--- src/rtl/bcd_multi_decade_down_pkg.sv ---
// Shared types and constants for the multi-decade BCD down-counter.
package bcd_multi_decade_down_pkg;

  // Width of one BCD decade and its largest legal value.
  localparam int unsigned DigitW = 4;
  localparam logic [DigitW-1:0] BcdMax = 4'd9;

  typedef enum logic [1:0] {
    StIdle    = 2'd0,
    StRun     = 2'd1,
    StExpired = 2'd2
  } state_e;

  // True when a 4-bit field holds a legal BCD digit.
  function automatic logic bcd_digit_ok(input logic [DigitW-1:0] digit);
    return digit <= BcdMax;
  endfunction

endpackage

--- src/rtl/bcd_down_digit.sv ---
// One BCD decade: loadable, decrements on en, wraps 0 -> 9.
module bcd_down_digit
  import bcd_multi_decade_down_pkg::*;
(
  input  logic              clk,
  input  logic              reset,
  input  logic              load,
  input  logic [DigitW-1:0] d,
  input  logic              en,
  output logic [DigitW-1:0] q,
  output logic              is_zero
);

  logic [DigitW-1:0] q_d, q_q;

  // Next digit value: load wins, otherwise decrement with wrap when enabled.
  always_comb begin
    q_d = q_q;
    if (load) begin
      q_d = d;
    end else if (en) begin
      q_d = (q_q == '0) ? BcdMax : q_q - 4'd1;
    end
  end

  // Digit register.
  always_ff @(posedge clk or posedge reset) begin
    if (reset) begin
      q_q <= '0;
    end else begin
      q_q <= q_d;
    end
  end

  assign q       = q_q;
  assign is_zero = (q_q == '0);

endmodule

--- src/rtl/bcd_multi_decade_down.sv ---
// Multi-decade BCD down-counter with IDLE/RUN/EXPIRED control and load checking.
module bcd_multi_decade_down
  import bcd_multi_decade_down_pkg::*;
#(
  parameter int unsigned n = 3
) (
  input  logic              clk,
  input  logic              reset,
  input  logic              load,
  input  logic [4*n-1:0]    D_flat,
  input  logic              enable,
  output logic [4*n-1:0]    Q_flat,
  output logic              busy,
  output logic              expired,
  output logic              fdone,
  output logic              err
);

  localparam int unsigned W = DigitW * n;

  state_e state_d, state_q;
  logic   busy_d, busy_q;
  logic   expired_d, expired_q;
  logic   fdone_d, fdone_q;
  logic   err_d, err_q;

  logic         load_valid;
  logic         load_ok;
  logic         dec;
  logic         q_is_one;
  logic [n-1:0] zero;
  logic [n:0]   lower_zero;

  // A load is accepted only if every decade is a legal BCD digit.
  always_comb begin
    load_valid = 1'b1;
    for (int i = 0; i < n; i++) begin
      if (!bcd_digit_ok(D_flat[DigitW*i +: DigitW])) begin
        load_valid = 1'b0;
      end
    end
  end

  assign load_ok  = load & load_valid;
  // lower_zero[n] guards against ever wrapping an all-zero count to all-9s.
  assign dec      = (state_q == StRun) & enable & ~load & ~lower_zero[n];
  assign q_is_one = (Q_flat == W'(1));

  assign lower_zero[0] = 1'b1;

  for (genvar i = 0; i < n; i++) begin : g_digit
    assign lower_zero[i+1] = lower_zero[i] & zero[i];

    bcd_down_digit u_digit (
      .clk     (clk),
      .reset   (reset),
      .load    (load_ok),
      .d       (D_flat[DigitW*i +: DigitW]),
      .en      (dec & lower_zero[i]),
      .q       (Q_flat[DigitW*i +: DigitW]),
      .is_zero (zero[i])
    );
  end

  // Next state and next registered flags; load has priority over counting.
  always_comb begin
    state_d = state_q;
    fdone_d = 1'b0;
    err_d   = 1'b0;
    if (load) begin
      if (!load_valid) begin
        err_d = 1'b1;
      end else if (D_flat == '0) begin
        state_d = StExpired;
      end else begin
        state_d = StRun;
      end
    end else if (dec && q_is_one) begin
      state_d = StExpired;
      fdone_d = 1'b1;
    end
    busy_d    = (state_d == StRun);
    expired_d = (state_d == StExpired);
  end

  // State and output registers.
  always_ff @(posedge clk or posedge reset) begin
    if (reset) begin
      state_q   <= StIdle;
      busy_q    <= 1'b0;
      expired_q <= 1'b0;
      fdone_q   <= 1'b0;
      err_q     <= 1'b0;
    end else begin
      state_q   <= state_d;
      busy_q    <= busy_d;
      expired_q <= expired_d;
      fdone_q   <= fdone_d;
      err_q     <= err_d;
    end
  end

  assign busy    = busy_q;
  assign expired = expired_q;
  assign fdone   = fdone_q;
  assign err     = err_q;

endmodule

--- config.mk ---
export PLATFORM = sky130hd
export DESIGN_NAME = bcd_multi_decade_down
export DESIGN_NICKNAME = d
export VERILOG_FILES = /design/src/rtl/bcd_multi_decade_down_pkg.sv /design/src/rtl/bcd_down_digit.sv /design/src/rtl/bcd_multi_decade_down.sv
export SDC_FILE = /design/constraint.sdc
export NUM_CORES = 1
export LEC_CHECK = 0
export CORE_MARGIN = 1.5
export CORE_UTILIZATION = 25
export DETAILED_ROUTE_END_ITERATION = 8
export SLEW_MARGIN = 20
export SYNTH_ARGS = -nofsm -noshare
export SYNTH_HDL_FRONTEND = slang
export SYNTH_SLANG_ARGS = --single-unit
--- constraint.sdc ---
create_clock -name clk -period 1.7 [get_ports clk]
set_input_delay 0.34 -clock clk [delete_from_list [all_inputs] [get_ports clk]]
set_output_delay 0.34 -clock clk [all_outputs]
set_load 0.05 [all_outputs]
==> impl_results.md <==
* Status: completed
* LEAKAGE at 0.7526 nW
* Nets at 184
* Count leader, synth: dfrtp_1
* Net count after synthesis at 122
* Clk buf depth at 2
* Final Max Slew Viols at 0
* Input/output buffers at 31
* Largest family of logic cells by synthesized area: simple AND/OR/NAND/NOR gates
* Clock slew at the register clock pins of the worst setup and hold paths at 0.07 ns
* Design area at 1749 sq um
* Largest net degree at the start of global routing at 19
* ANT nets after route at 0
* WL/cell at 14.35 um
* Final Hold Vio Count at 0
* Dpl cell area at around 1600 sq um
* Netlist cell types at 34
* Synth top area share at 45.40%
* Cells on worst reg2reg path at 4
* Critical Path Max Stage Delay at 0.59 ns
* I/O pin count at 32
* Clock sink total at 18
* Synth area leaders: dfrtp_1 (45%), nor2_1 (5.7%), a31oi_1 (3.8%)
* Post-synthesis compound-gate area fraction at between 10% and 20%
* GR Overflow Total at 0
* Power density cells at roughly 1200 nW/um^2
* Area Overhead vs Synth at 76.29%
* Overall die height at 66 um
* TritonCTS clock tree: built
* Drt pass-1 iters at 4
* Slowest cell on crit path: or4_4
* Seq/Total Area, Yosys at about 45%
* Post-synthesis simple-gate area fraction at 29.89%
* Number of synthesized register bits at 18
* CP top delay family: simple AND/OR/NAND/NOR gates
* Post-synthesis async set-or-reset flop share at 100.0%
* Crit Path Category: reg -> reg
* Total routed wirelength at 3086 um
* Ys flop type: dfrtp_1
* Drt drc at 0
* Vias/cell at 5.098
* Chip width at about 66 um
* Max-cap viol count at 0
* Die footprint at 4356 sq um
* Core area at roughly 3700 sq um
* Synthesized area per cell at 9.360 sq um
* First-pass GRT wire length at between 4000 and 5000 um
* TritonCTS Buffers at 3
* Worst EP required at 1.84 ns
* RSZ-0062 raised after global routing: yes
* Mapped Area at about 1000 sq um
* Crit path capture type: register
* Worst Max-Slew Pin Slew at 0.3612 ns
* Starting density of the core at a little over a quarter
* Crit share post-route at 98.09%
* Crit-path cells: or4_4 -> nor4b_4 -> xnor2_1 -> a21oi_1
* Multiplexer area fraction after synthesis at 3.026%
* Register-to-register setup slack at 0.03 ns
* Relative slew slack at 75.72%
* Clock Latency Late Sink at 0.25 ns
* Placement row count at 22
* DR iter-0 viols at 46
* Crit path time final at between 1.5 and 2 ns
* Post-synth top cells: dfrtp_1 (18), nor2_1 (15), a21oi_1 (7)
* H-tree Lvls at 1
* Via count at 1096
* Setup Skew at 0.001101 ns
* Critical Path AT at 1.80 ns
* EDFF count, synth at 0
* DPL Wire Length at 2321 um
* Routability Congestion at 0.8739
* Root Driver: clkbuf_8
* Ys Warns at 0
* Post-synthesis xor/xnor area fraction at less than 1%
* Crit start category: register
* Gr usage total at 14.13%
* Capture point of the worst reg-to-reg path: g_digit[2].u_digit.q[0]
* Vias in the first global route at 1138
* Antenna cells at 0
* Final setup viols at 0
* Hold Crit Class: in -> async
* Adder-cell share of the synthesized area at 0%
* Reg2Reg Launch Point: g_digit[0].u_digit.q[3]
* Buffers & Inverters on Critical Path at 0
* Worst-path fanout max at 7
* Setup TNS Final at 0 ns
* Leading area contributor after synthesis: dfrtp_1
* Worst VDD drop at 0.3315 mV
* Layout cells sized above 1 at 37.13%
* Initial antenna violation count at 0
* Fmax at approximately 0.6 GHz
* Synth Instances at 106
==> per-layer routing <==
| metal | part of all wire (%) | GRT usage [%] | vias up |
|---|---|---|---|
| li1 | - | - | 522 |
| met1 | 43 | 15.24 | 528 |
| met2 | 49 | 25.25 | 42 |
| met3 | 7.1 | 4.600 | 4 |
| met4 | 0.75 | 5.867 | 0 |
| met5 | 0 | 0 | - |
==> layout by cell type (no fill, tap or decap), types with 5 or more instances in the layout <==
| cell | instances |
|---|---|
| clkdlybuf4s50_1 | 14 |
| buf_12 | 9 |
| nand3_1 | 5 |
| dfrtp_1 | 15 |
| a31oi_1 | 6 |
| buf_4 | 35 |
| a21oi_1 | 7 |
| o21ai_0 | 5 |
| nor2_1 | 15 |
==> final cells by class <==
cell class	count	area (sq um)
fill	360	1994
tap	48	60.06
multi-input combinational	82	569.3
timing repair buffer	59	595.6
inverter	4	15.01
clock buffer	4	55.05
sequential	18	454.2
==> power by group <==
part	total [W]	switching [W]	internal, W
logic	0.00108	0.000577	0.000503
registers	0.000651	0.000134	0.000517
clock network	0.000355	0.000149	0.000206
==> per-stage QoR <==
step | power (W) | setup WS, ns | util [%] | hold WS (ns) | std cells
floorplan | 0.001127 | 0.01931 | - | 0.2784 | 106
CTS | 0.002051 | -0.003804 | 45.09 | 0.4081 | 213
detailed placement | 0.001690 | -0.2369 | 43.62 | 0.5245 | 209
global route | 0.002186 | -0.04423 | 46.72 | 0.4350 | 215
finish | 0.002086 | 0.03241 | 46.72 | 0.4002 | 215
global placement | 0.001678 | -0.2092 | 43.62 | 0.5219 | 209
==> logic make-up after synthesis <==
| kind of cell | after synthesis |
|---|---|
| buffers and inverters | 6 |
| flip-flops | 18 |
| AND/OR/NAND/NOR | 49 |
| AO/OA/AOI/OAI | 29 |
| XOR/XNOR | 1 |
| multiplexers | 3 |
==> registers in the layout, summed over array words and instances (netlist names) <==
| signal | flops |
|---|---|
| busy | 1 |
| err | 1 |
| expired | 1 |
| fdone | 1 |
| g_digit.u_digit.q | 12 |
| state_q | 2 |
==> worst reg2reg max path, delay by kind of cell (launching register included) <==
family / cells / cell delay (ns)
AO/OA/AOI/OAI: 1 / 0.10
XOR/XNOR: 1 / 0.15
AND/OR/NAND/NOR: 2 / 0.85
flip-flops: 1 / 0.46
==> repair_timing <==
action                                  in CTS  in global routing
hold buffers                                 0                  0
endpoints found under the setup margin       1                  7
buffers inserted                             0                  2
resized for setup                            0                  8
pin swaps                                    0                  2
==> how the worst max path moves through the flow <==
stage | from | depth (start not counted) | to
after floorplan | g_digit[0].u_digit.q[3] | 4 | g_digit[2].u_digit.q[0]
after global placement | load | 6 | g_digit[0].u_digit.q[3]
after detailed placement | load | 5 | g_digit[1].u_digit.q[2]
after CTS | g_digit[0].u_digit.q[3] | 4 | g_digit[2].u_digit.q[0]
after global routing | g_digit[0].u_digit.q[3] | 4 | g_digit[1].u_digit.q[1]
final | g_digit[0].u_digit.q[3] | 4 | g_digit[2].u_digit.q[0]
Note: power is estimated with default switching activity, not from simulation.
